==> src/rtl/cbus_arbiter_pkg.sv <==
// Shared CBus types: request/response structs and the arbiter state enum.
package common;

   typedef enum logic [3:0] {
      MLEN1  = 4'd0,
      MLEN2  = 4'd1,
      MLEN4  = 4'd3,
      MLEN8  = 4'd7,
      MLEN16 = 4'd15
   } cbus_len_t;

   typedef struct packed {
      logic        valid;
      logic        is_write;
      logic [2:0]  size;
      logic [63:0] addr;
      logic [7:0]  strobe;
      logic [63:0] data;
      cbus_len_t   len;
   } cbus_req_t;

   typedef struct packed {
      logic        ready;
      logic        last;
      logic [63:0] data;
   } cbus_resp_t;

   typedef enum logic {
      IDLE = 1'b0,
      BUSY = 1'b1
   } cbus_arb_state_t;

endpackage

==> src/rtl/cbus_arbiter_picker.sv <==
// Combinational winner search: first valid port at or after start, wrapping.
module arb_picker #(
   parameter int NUM_REQS = 2,
   parameter int IDX_BITS = $clog2(NUM_REQS)
) (
   input  logic [NUM_REQS-1:0] valids,
   input  logic [IDX_BITS-1:0] start,
   output logic [IDX_BITS-1:0] winner,
   output logic                any_valid
);

   int                  j;
   logic [IDX_BITS-1:0] cand;

   // Scan from the farthest offset down so the nearest valid port wins last.
   always_comb begin
      winner = '0;
      j      = 0;
      cand   = '0;
      for (int k = NUM_REQS - 1; k >= 0; k--) begin
         j    = (int'(start) + k) % NUM_REQS;
         cand = IDX_BITS'(j);
         if (valids[cand]) winner = cand;
      end
   end

   assign any_valid = |valids;

endmodule

==> src/rtl/cbus_arbiter.sv <==
// CBus arbiter: locks one requester for a whole burst, releases on ready && last.
// Define CBUS_ARBITER_ROUND_ROBIN_EN for round robin; otherwise fixed priority (port 0 highest).
//
// state | meaning
// IDLE  | no grant held, outputs zero, picks a winner from valid requests
// BUSY  | grant held by port index until the final handshake
module cbus_arbiter
   import common::*;
#(
   parameter int NUM_REQS = 2,
   parameter int IDX_BITS = $clog2(NUM_REQS)
) (
   input  logic                        clk,
   input  logic                        reset,
   input  cbus_req_t  [NUM_REQS-1:0]   ireqs,
   output cbus_resp_t [NUM_REQS-1:0]   iresps,
   output cbus_req_t                   oreq,
   input  cbus_resp_t                  oresp
);

   cbus_arb_state_t     state;
   logic [IDX_BITS-1:0] index;
   logic [IDX_BITS-1:0] start;
   logic [IDX_BITS-1:0] winner;
   logic                any_valid;
   logic [NUM_REQS-1:0] valids;
   logic                release_hs;

   always_comb begin
      valids = '0;
      for (int i = 0; i < NUM_REQS; i++) valids[i] = ireqs[i].valid;
   end

   assign release_hs = (state == BUSY) && oresp.ready && oresp.last;

`ifdef CBUS_ARBITER_ROUND_ROBIN_EN
   logic [IDX_BITS-1:0] rr;

   always_ff @(posedge clk) begin
      if (!reset) begin
         rr <= '0;
      end else if (release_hs) begin
         rr <= (int'(index) == NUM_REQS - 1) ? '0 : index + IDX_BITS'(1);
      end
   end

   assign start = rr;
`else
   assign start = '0;
`endif

   arb_picker #(
      .NUM_REQS (NUM_REQS),
      .IDX_BITS (IDX_BITS)
   ) u_picker (
      .valids    (valids),
      .start     (start),
      .winner    (winner),
      .any_valid (any_valid)
   );

   always_ff @(posedge clk) begin
      if (!reset) begin
         state <= IDLE;
         index <= '0;
      end else begin
         case (state)
            IDLE: begin
               if (any_valid) begin
                  index <= winner;
                  state <= BUSY;
               end
            end
            BUSY: begin
               if (release_hs) state <= IDLE;
            end
            default: state <= IDLE;
         endcase
      end
   end

   // Both directions are pure muxes off the registered grant; nothing is buffered.
   always_comb begin
      oreq   = '0;
      iresps = '0;
      if (state == BUSY) begin
         oreq          = ireqs[index];
         iresps[index] = oresp;
      end
   end

endmodule

==> config.mk <==
export PLATFORM = sky130hd
export DESIGN_NAME = cbus_arbiter
export DESIGN_NICKNAME = d
export VERILOG_FILES = /design/src/rtl/cbus_arbiter_pkg.sv /design/src/rtl/cbus_arbiter_picker.sv /design/src/rtl/cbus_arbiter.sv
export SDC_FILE = /design/constraint.sdc
export NUM_CORES = 1
export LEC_CHECK = 0
export ABC_AREA = 1
export CAP_MARGIN = 20
export CELL_PAD_IN_SITES_DETAIL_PLACEMENT = 1
export CELL_PAD_IN_SITES_GLOBAL_PLACEMENT = 1
export CORE_AREA = 2 2 245 247
export CTS_BUF_LIST = sky130_fd_sc_hd__clkbuf_8 sky130_fd_sc_hd__clkbuf_16
export CTS_CLUSTER_DIAMETER = 80
export CTS_CLUSTER_SIZE = 10
export DETAILED_ROUTE_END_ITERATION = 8
export DIE_AREA = 0 0 247 249
export DONT_BUFFER_PORTS = 1
export PLACE_DENSITY = 0.3
export SYNTH_ARGS = -nofsm -noshare
export SYNTH_HDL_FRONTEND = slang
export SYNTH_SLANG_ARGS = --single-unit
==> constraint.sdc <==
create_clock -name clk -period 1 [get_ports clk]
set_input_delay 0.05 -clock clk [delete_from_list [all_inputs] [get_ports clk]]
set_output_delay 0.05 -clock clk [all_outputs]
set_load 0.03 [all_outputs]
[Word level (Yosys, flattened, before mapping)]
Index checks and enable logic that the tools add are counted.
Operators by class
  multiplexer cells: 11
  bitwise logic cells: 2
  $lt $le $gt $ge: 2
  reduce and logical (&&, ||, !) cells: 5
Operators with widths (number)
  $mux W145: 3
  $and A132 B132 Y132: 1
  $mux W132: 1
  $demux W66 S1: 1
  $mux W66: 1
  $mux W1: 4
  $logic_and A1 B1 Y1: 3
  $lt A1 B2 Y1 const B: 1
  $pmux W1 S2: 1
  $reduce_and A2 Y1: 1
  $reduce_or A2 Y1: 1
  $ge A1 B1 Y1 const B: 1
  $not A1 Y1: 1
Word-level totals
  register bits: 2
  logic and storage cells: 22

[Longest topological paths before layout]
  word-level depth: 6
  depth in mapped cells: 5

[Modules after synthesis]
A second synthesis with hierarchy kept.
Unflattened totals
  cell total of the unflattened synthesis: 715
  area, all modules: 3010.4 µm²
By module, submodules not included
  cbus_arbiter: sequential area each 40.0 µm², cells each 711, instances 1, area an instance 2991.6 µm²
  arb_picker: sequential area each 0.0 µm², cells each 4, instances 1, area an instance 18.8 µm²

[Worst setup path before layout]
OpenSTA, ideal clock, no wires.
  path type: register to output
  from: reg index
  to: out oreq[144] (netlist bit)
  stages on the path, launching flop included: 5
  required time: 0.950 ns
  setup slack: -0.421 ns
  arrival: 1.371 ns
  cell sequence: dfxtp_1 -> inv_2 -> nand2_1 -> buf_4 -> o21ai_0
RTL lines
  from (decl): line cbus_arbiter.sv:22  | logic [IDX_BITS-1:0] index;
  from (signal assigned): line cbus_arbiter.sv:70  | index <= winner;
  to (decl): line cbus_arbiter.sv:17  | output cbus_req_t oreq,

==> reports/qor.yml <==
synth-xor-area-share_pct: 0
dp_hpwl_um: 23100
synth_area_per_cell_um2: 4.21
clk_pin_slew_ns: 0.03
ant_nets: 0
yosysSeqAreaShare_pct: 1.34
timing.final.hold_violations: 0
critPathMaxFanout: 14
grt_pass1_wl_um: 36200
row_count: 89
grt_max_degree: 33
dieWidth_um: 247
io_buffers: 0
comb_power_share_pct: 87.5
grt_pass1_vias: 5572
synth_top_family_by_area: "simple AND/OR/NAND/NOR gates"
drt_iter0_markers: 124
final_cell_mix: "nand2_1 (271), buf_4 (144), nor2_4 (117)"
tightest_slew_ns: 0.300
cts_tree: "built"
cts_made_buffers: 3
core_um2: 58700
clk_path_buf_depth: 2
multi_input_area_um2: 4090
critical_path.endpoint_type: "primary output"
violations: "negative setup slack"
firstDrtPassIters: 4
syn_area_um2: 2980
overflow: 0
vdd_drop_max_mv: 0.383
reg2reg_to: "state"
fin_crit_ns: 1.52
holdPathStages: 2
syn-instance-count: 708
insertion_delay_ns: 0.23
stdcell_area_um2: 7750
muxShareOfSynthArea_pct: 0
reg2reg_from: "state"
synth_fa_ha_area_share_pct: 0
via_count: 5344
r2r_cells: 3
leakage_nw: 3.01
worstSetupPathType: "register to primary output"
die_h_um: 249
grt_use_total_pct: 7.77
timing.reg2reg.setup_slack_ns: 0.03
drt-total-wl_um: 27300
arrival_ns: 1.47
rsz0062_at_grt: "yes"
die-area_um2: 61500
hp-start: "ireqs[144]"
io_pins: 635
drv_slew: 0
synth_simple_gate_area_share_pct: 53.7
fillerInstances: 7081
ys_warn_count: 0
cp_slowest_cell: "dfxtp_4"
start_util_pct: 5.08
clockRootBuffer: "clkbuf_16"
nets: 1232
wl_per_cell_um: 16.6
p_int_w: 0.00231
power.switching_w: 0.00361
outcome: "finished with violations"
clock_skew_ns: 0.00188
max_slew_margin_pct: 80.0
power.density_nw_per_um2: 764
seqPwrFrac_pct: 1.8
switching_share_pct: 61.0
fin_crit_sh_pct: 152
htreeDepth: 1
slowest_delay_ns: 0.36
critPathLaunchType: "register"
cts_sinks: 2
placed_area_um2: 7140
fmax_mhz: 659
mostFrequentLayoutCell: "nand2_1"
holdPathEnd: "state"
gp_congestion: 0.771
syn_to_final_growth_pct: 160
total_power_w: 0.00592
syn-num-nets: 1066
ys_seq_elements: 2
hold_path.class: "input port to register"
synth-compound-area-share_pct: 25.0
seq_area_um2: 47.5
drv_cap: 0
setup_viol: 277
pwr-share-clk_pct: 10.7
fin_ws_ns: -0.517
pre_cts_ws_ns: -0.329
post_synth_num_cell_types: 14
antenna_found_initial: 1
worstPathRequired_ns: 0.95
drc: 0
cp_cell_sequence: "inv_4 > buf_12 > buf_16 > nand2_1 > buf_4 > a21oi_4"
drive_gt1_share_pct: 53.3
avgViaCountPerCell: 3.24
==> flip-flops by register name (all words and copies together) (netlist names) <==
name   cells
index      1
state      1
==> routing by layer <==
layer	track usage, %	wire (um)
met4	1.51	371
met1	7.65	9160
met3	1.50	2170
met5	0	0
met2	16.3	15600
==> cells by family after synthesis <==
| kind of cell | after synthesis |
|---|---|
| AND/OR/NAND/NOR | 426 |
| flip-flops | 2 |
| AO/OA/AOI/OAI | 149 |
| buffers and inverters | 131 |
==> how the worst max path moves through the flow <==
stage | start | endpoint | cells after the start
final | index | oreq[47] | 6
after global routing | index | oreq[6] | 5
after CTS | index | oreq[54] | 3
after detailed placement | index | oreq[95] | 5
after global placement | state | oreq[89] | 4
after floorplan | index | oreq[136] | 4
==> stage by stage <==
step	std cells	hold slack [ns]	utilization [%]	setup TNS [ns]
5_1_grt	1646	0.0719	13.2	-132.55
3_3_place_gp	1630	0.158	12.2	-59.38
6_report	1647	0.0508	13.2	-116.68
4_1_cts	1639	0.0440	12.6	-123.44
2_1_floorplan	708	0.152	-	-27.89
3_5_place_dp	1630	0.161	12.2	-59.81
==> synth_stat cells (all sizes together) <==
library cell | count | share of area, %
dfxtp | 2 | 1.3
o21ai | 3 | 0.50
inv | 70 | 8.8
nor2 | 133 | 17
clkbuf | 15 | 2.1
buf | 46 | 9.0
nand2 | 292 | 37
a21oi | 146 | 25
nand3 | 1 | 0.17
==> cell type report <==
type	count	share of cell area (%)
multi-input combinational	575	52.8
timing repair buffer	222	29.6
tap	773	12.5
inverter	70	3.52
clock buffer	3	0.968
sequential	2	0.613
clock inverter	1	0.0484
antenna	1	0.0323
==> worst max-delay path, delay by kind of cell (launching register included) <==
kind | cells | cell delay [ns]
DFF | 1 | 0.36
buffers and inverters | 4 | 0.53
AOI/OAI and AO/OA | 1 | 0.26
and+or+nand+nor | 1 | 0.06
==> power groups by stage <==
| stage | combinational (W) | clock (W) | sequential [W] |
|---|---|---|---|
| floorplan | 0.00354 | 0 | 0.0000988 |
| global placement | 0.00494 | 0 | 0.000108 |
| detailed placement | 0.00493 | 0 | 0.000107 |
| CTS | 0.00506 | 0.000648 | 0.000106 |
| global route | 0.00549 | 0.000660 | 0.000109 |
| finish | 0.00518 | 0.000633 | 0.000108 |
==> repair_timing <==
| action | 4_1_cts | 5_1_grt |
|---|---|---|
| buffers inserted | 3 | 1 |
| gates resized for setup | 37 | 49 |
| pin swaps | 29 | 28 |
| setup endpoints to repair | 277 | 278 |
| hold endpoints to repair | 2 | 0 |
| hold buffers | 2 | 0 |
| gates cloned | 0 | 6 |
No activity file was read; power rests on OpenSTA's default activity.
